[src/rtl/alu_arbiter.sv]
// Two-requester round-robin front end for a single shared ALU.
// At most one operation is in flight; its result is held until the consumer takes it.
module alu_arbiter #(
  parameter int WIDTH = 32
) (
  input  logic             clk,
  input  logic             rst_n,
  input  logic             req0_valid,
  output logic             req0_ready,
  input  logic [WIDTH-1:0] req0_a,
  input  logic [WIDTH-1:0] req0_b,
  input  logic [2:0]       req0_op,
  input  logic             req1_valid,
  output logic             req1_ready,
  input  logic [WIDTH-1:0] req1_a,
  input  logic [WIDTH-1:0] req1_b,
  input  logic [2:0]       req1_op,
  output logic [WIDTH-1:0] alu_a,
  output logic [WIDTH-1:0] alu_b,
  output logic [2:0]       alu_op,
  input  logic [WIDTH-1:0] alu_z,
  input  logic             alu_ex,
  output logic             rsp_valid,
  input  logic             rsp_ready,
  output logic [WIDTH-1:0] rsp_z,
  output logic             rsp_zero,
  output logic             rsp_err,
  output logic             rsp_id
);

  typedef enum logic [1:0] {IDLE = 2'd0, ISSUE = 2'd1, RESP = 2'd2} state_t;

  state_t           state_q, state_d;
  logic             last_q, last_d;
  logic             id_q, id_d;
  logic             zero_q, zero_d;
  logic             err_q, err_d;
  logic [WIDTH-1:0] a_q, a_d, b_q, b_d, z_q, z_d;
  logic [2:0]       op_q, op_d;

  logic             gnt;
  logic             acc;
  logic [WIDTH-1:0] sel_a, sel_b;
  logic [2:0]       sel_op;

  function automatic logic op_legal(input logic [2:0] op);
    return op inside {3'b000, 3'b001, 3'b010, 3'b110, 3'b111};
  endfunction

  // Contested cycle goes to whoever did not win last; a lone requester always wins.
  assign gnt    = (req0_valid & req1_valid) ? ~last_q : req1_valid;
  assign sel_a  = gnt ? req1_a  : req0_a;
  assign sel_b  = gnt ? req1_b  : req0_b;
  assign sel_op = gnt ? req1_op : req0_op;
  assign acc    = (state_q == IDLE) & (gnt ? req1_valid : req0_valid);

  always_comb begin
    state_d    = state_q;
    last_d     = last_q;
    id_d       = id_q;
    a_d        = a_q;
    b_d        = b_q;
    op_d       = op_q;
    z_d        = z_q;
    zero_d     = zero_q;
    err_d      = err_q;
    req0_ready = 1'b0;
    req1_ready = 1'b0;
    alu_a      = '0;
    alu_b      = '0;
    alu_op     = '0;
    rsp_valid  = 1'b0;
    case (state_q)
      IDLE: begin
        req0_ready = acc & ~gnt;
        req1_ready = acc &  gnt;
        if (acc) begin
          a_d    = sel_a;
          b_d    = sel_b;
          op_d   = sel_op;
          id_d   = gnt;
          last_d = gnt;
          // Illegal ops never reach the ALU; the error response is built here.
          if (op_legal(sel_op)) begin
            state_d = ISSUE;
          end else begin
            state_d = RESP;
            z_d     = '0;
            zero_d  = 1'b0;
            err_d   = 1'b1;
          end
        end
      end
      ISSUE: begin
        alu_a   = a_q;
        alu_b   = b_q;
        alu_op  = op_q;
        z_d     = alu_z;
        zero_d  = alu_ex;
        err_d   = 1'b0;
        state_d = RESP;
      end
      RESP: begin
        rsp_valid = 1'b1;
        if (rsp_ready) state_d = IDLE;
      end
      default: state_d = IDLE;
    endcase
  end

  always_ff @(posedge clk or negedge rst_n) begin
    if (!rst_n) begin
      state_q <= IDLE;
      last_q  <= 1'b1;
      id_q    <= 1'b0;
      a_q     <= '0;
      b_q     <= '0;
      op_q    <= '0;
      z_q     <= '0;
      zero_q  <= 1'b0;
      err_q   <= 1'b0;
    end else begin
      state_q <= state_d;
      last_q  <= last_d;
      id_q    <= id_d;
      a_q     <= a_d;
      b_q     <= b_d;
      op_q    <= op_d;
      z_q     <= z_d;
      zero_q  <= zero_d;
      err_q   <= err_d;
    end
  end

  assign rsp_z    = z_q;
  assign rsp_zero = zero_q;
  assign rsp_err  = err_q;
  assign rsp_id   = id_q;

endmodule

[config.mk]
export PLATFORM = sky130hd
export DESIGN_NAME = alu_arbiter
export DESIGN_NICKNAME = d
export VERILOG_FILES = /design/src/rtl/alu_arbiter.sv
export SDC_FILE = /design/constraint.sdc
export NUM_CORES = 1
export LEC_CHECK = 0
export CAP_MARGIN = 15
export CORE_ASPECT_RATIO = 0.5
export CORE_MARGIN = 3
export CORE_UTILIZATION = 43
export CTS_CLUSTER_DIAMETER = 40
export DETAILED_ROUTE_END_ITERATION = 6
export HOLD_SLACK_MARGIN = 0.08
export PLACE_DENSITY = 0.83
export SLEW_MARGIN = 20
export SYNTH_ARGS = -nofsm -noshare
export SYNTH_HDL_FRONTEND = slang
export SYNTH_SLANG_ARGS = --single-unit
[constraint.sdc]
create_clock -name clk -period 4.1 [get_ports clk]
set_clock_uncertainty 0.2 [all_clocks]
set_input_delay 0.615 -clock clk [delete_from_list [all_inputs] [get_ports clk]]
set_output_delay 0.615 -clock clk [all_outputs]
set_load 0.1 [all_outputs]
==> results.py <==
metrics = {
    "clock_network": {
        "post_cts.repair.setup_buffers": 0,
        "post_cts_resize_count": 0,
        "clock_buffer_depth": 2,
        "cts_buffers": 9,
        "tritoncts": "yes",
        "ctsRootBufferMaster": "sky130_fd_sc_hd__clkbuf_16",
        "clock_latency_ps": 340,
        "cts_hold_repair.buffers": 0,
        "worst_setup_hold_path_clk_slew_ps": 70,
        "clock_tree.htree_level_count": 3,
        "cts_num_sinks": 105,
    },
    "timing": {
        "slew_headroom_pct": 31.4,
        "finalCriticalPeriod_ps": 3150,
        "report.final.setup_viol": 0,
        "tns_ps": 0,
        "finalMaxSlewViolations": 0,
        "final_hold_viol_count": 0,
        "worst_slack_ps": 946,
        "max_slew.worst_pin.slew_ps": 1030,
        "rsz0062_at_grt": "no",
        "min_period_over_period_pct": 76.9,
        "max_freq_mhz": 317,
    },
    "synth": {
        "ys_async_sr_fraction_pct": 100,
        "synthCells": 540,
        "synthMostInstantiatedCell": "sky130_fd_sc_hd__dfrtp_1",
        "yosysWarnings": 0,
        "cell_taking_the_most_area_after_synthesis": "sky130_fd_sc_hd__dfrtp_1",
        "yosys_most_used_dff": "sky130_fd_sc_hd__dfrtp_1",
        "synth_top_area_share_pct": 49.8,
        "synthesis.area_um2": 5230,
        "synth.distinct_cells": 29,
        "netlist_top_cells_area": "sky130_fd_sc_hd__dfrtp_1 (50%), sky130_fd_sc_hd__mux2i_1 (13%), sky130_fd_sc_hd__and2_1 (8.1%)",
        "synth.net_count": 712,
        "postSynthRegisterBits": 105,
        "synth-edff-count": 0,
        "seq_area_frac_synth_pct": 50.3,
        "synth_commonest_cells": "sky130_fd_sc_hd__dfrtp_1 (104), sky130_fd_sc_hd__and2_1 (68), sky130_fd_sc_hd__nand2_1 (68)",
        "syn_area_per_cell_um2": 9.68,
    },
    "finish": {
        "area_growth_syn_to_layout_pct": 57.5,
        "final_core_utilization_pct": 72.1,
        "fin_nets": 967,
        "antenna-diode-count": 0,
        "post_route_cells_drive_above_1_share_pct": 12.6,
        "fillers": 892,
    },
    "floorplan": {
        "row_count": 27,
        "die_area_um2": 13600,
        "initial_utilization_pct": 45.8,
        "die_h_um": 84.0,
        "core-area_um2": 11400,
        "io_pins": 277,
        "floorplan.die.width_um": 162,
    },
    "run_status": {
        "run_status": "completed",
    },
    "detailed_routing": {
        "wire_per_inst_um": 16.0,
        "drc_errors": 0,
        "firstDrtPassIters": 4,
        "ant_nets": 0,
        "detail_route.iter0.violations": 306,
        "routed-via-count": 4646,
        "postRouteWirelength_um": 15400,
        "viasPerCell": 4.84,
    },
    "placed_design": {
        "place_hpwl_um": 11600,
        "placement.io_buffers": 276,
        "post-place-ws_ps": 1020,
        "place.gp.congestion": 0.850,
    },
    "power": {
        "static-leakage-power_uw": 0.00378,
        "power-per-cell-area_nw_per_um2": 869,
        "vdd.ir_drop.worst_mv": 0.795,
    },
    "critical_path": {
        "kind_of_capture_point_of_the_worst_setup_path": "output port",
        "path_max_fanout": 5,
        "worst-endpoint-required_ps": 3280,
        "worstSetupStartpointType": "register",
        "worst-endpoint-arrival_ps": 2340,
        "timing_worst_setup_path_type": "register to output port",
        "reg2reg_slack_ps": 1740,
    },
    "global_routing": {
        "grt_pass1_vias": 4655,
        "gr-usage-all-layers_pct": 22.1,
        "grt_overflow_total": 0,
        "first_pass_grt_wire_length_um": 24200,
        "grt_start_max_net_pins": 85,
        "grt_antenna_before_repair": 0,
    },
    "min_path": {
        "min-delay-path-class": "input pin to async pin",
    },
    "job": {
        "max_cap_violations": 0,
    },
}
state kept, by name, indices dropped and copies added (netlist names):
register and flops:
state_q 2, b_q 32, rsp_id 1, rsp_z 32
last_q 1, rsp_zero 1, op_q 3, rsp_err 1
a_q 32
power by group:
part	switching, µW	internal [µW]
Combinational	3260	1110
Clock	393	542
Sequential	296	1550
Total	3950	3210
cell usage in the layout, fill, tap and decap left out, types with 2 or more instances in the layout:
cell	count
sky130_fd_sc_hd__a22oi_1	33
sky130_fd_sc_hd__dfrtp_1	104
sky130_fd_sc_hd__o21ai_0	49
sky130_fd_sc_hd__nand2_1	68
sky130_fd_sc_hd__buf_12	2
sky130_fd_sc_hd__buf_4	77
sky130_fd_sc_hd__nor2b_1	2
sky130_fd_sc_hd__a21o_1	3
sky130_fd_sc_hd__mux2i_1	66
sky130_fd_sc_hd__o21ai_1	50
sky130_fd_sc_hd__and2_1	68
sky130_fd_sc_hd__nor3_1	2
sky130_fd_sc_hd__bufinv_16	2
sky130_fd_sc_hd__inv_1	37
sky130_fd_sc_hd__clkdlybuf4s50_1	206
sky130_fd_sc_hd__clkbuf_16	9
sky130_fd_sc_hd__nor2_1	4
metal layers:
layer	GRT usage [%]	vias up	wire, µm
met5	0	-	0
met3	4.81	19	700
li1	-	2329	-
met2	41.0	110	8350
met4	5.50	0	254
met1	25.9	2188	6080
path summary, 6_finish.rpt:
kind,depth (start not counted),from,to
max in group asynchronous,2,rst_n,a_q[17]$_DFFE_PN0P_
min,1,rst_n,b_q[15]$_DFFE_PN0P_
max reg2reg,4,state_q[1]$_DFFE_PN0P_,b_q[26]$_DFFE_PN0P_
min in group clk,2,b_q[18]$_DFFE_PN0P_,b_q[18]$_DFFE_PN0P_
min reg2reg,2,b_q[18]$_DFFE_PN0P_,b_q[18]$_DFFE_PN0P_
max,2,state_q[1]$_DFFE_PN0P_,rsp_valid
critical path, cell delays in order, from the launching register on:
cell and delay (ps):
sky130_fd_sc_hd__dfrtp_1 470, sky130_fd_sc_hd__nor2b_1 290, sky130_fd_sc_hd__clkdlybuf4s50_1 1220
cell type report:
cell class	instances	area (µm²)	area share, %
Multi-Input combinational cell	357	2260	27.5
Clock inverter	7	101	1.23
Timing Repair Buffer	285	2680	32.5
Tap cell	159	199	2.42
Inverter	37	139	1.69
Sequential cell	105	2630	31.9
Clock buffer	9	225	2.73
logic make-up (layout without fill, tap and decap cells):
family	after synthesis	in the layout	share of synthesized area (%)
AOI/OAI and AO/OA	141	141	15.6
buffers and inverters	78	338	6.89
DFF	105	105	50.3
muxes	67	67	12.9
and+or+nand+nor	149	149	14.4
stage by stage:
| step | power (µW) | instance area [µm²] | std cells | hold WS, ps |
|---|---|---|---|---|
| CTS | 7210 | 8240 | 959 | 201 |
| global placement | 6170 | 7910 | 943 | 253 |
| detailed placement | 6260 | 7910 | 943 | 264 |
| global route | 7500 | 8240 | 959 | 227 |
| floorplan | 5210 | 5230 | 540 | 119 |
| finish | 7150 | 8240 | 959 | 163 |
Note: power is estimated with default switching activity, not from simulation.
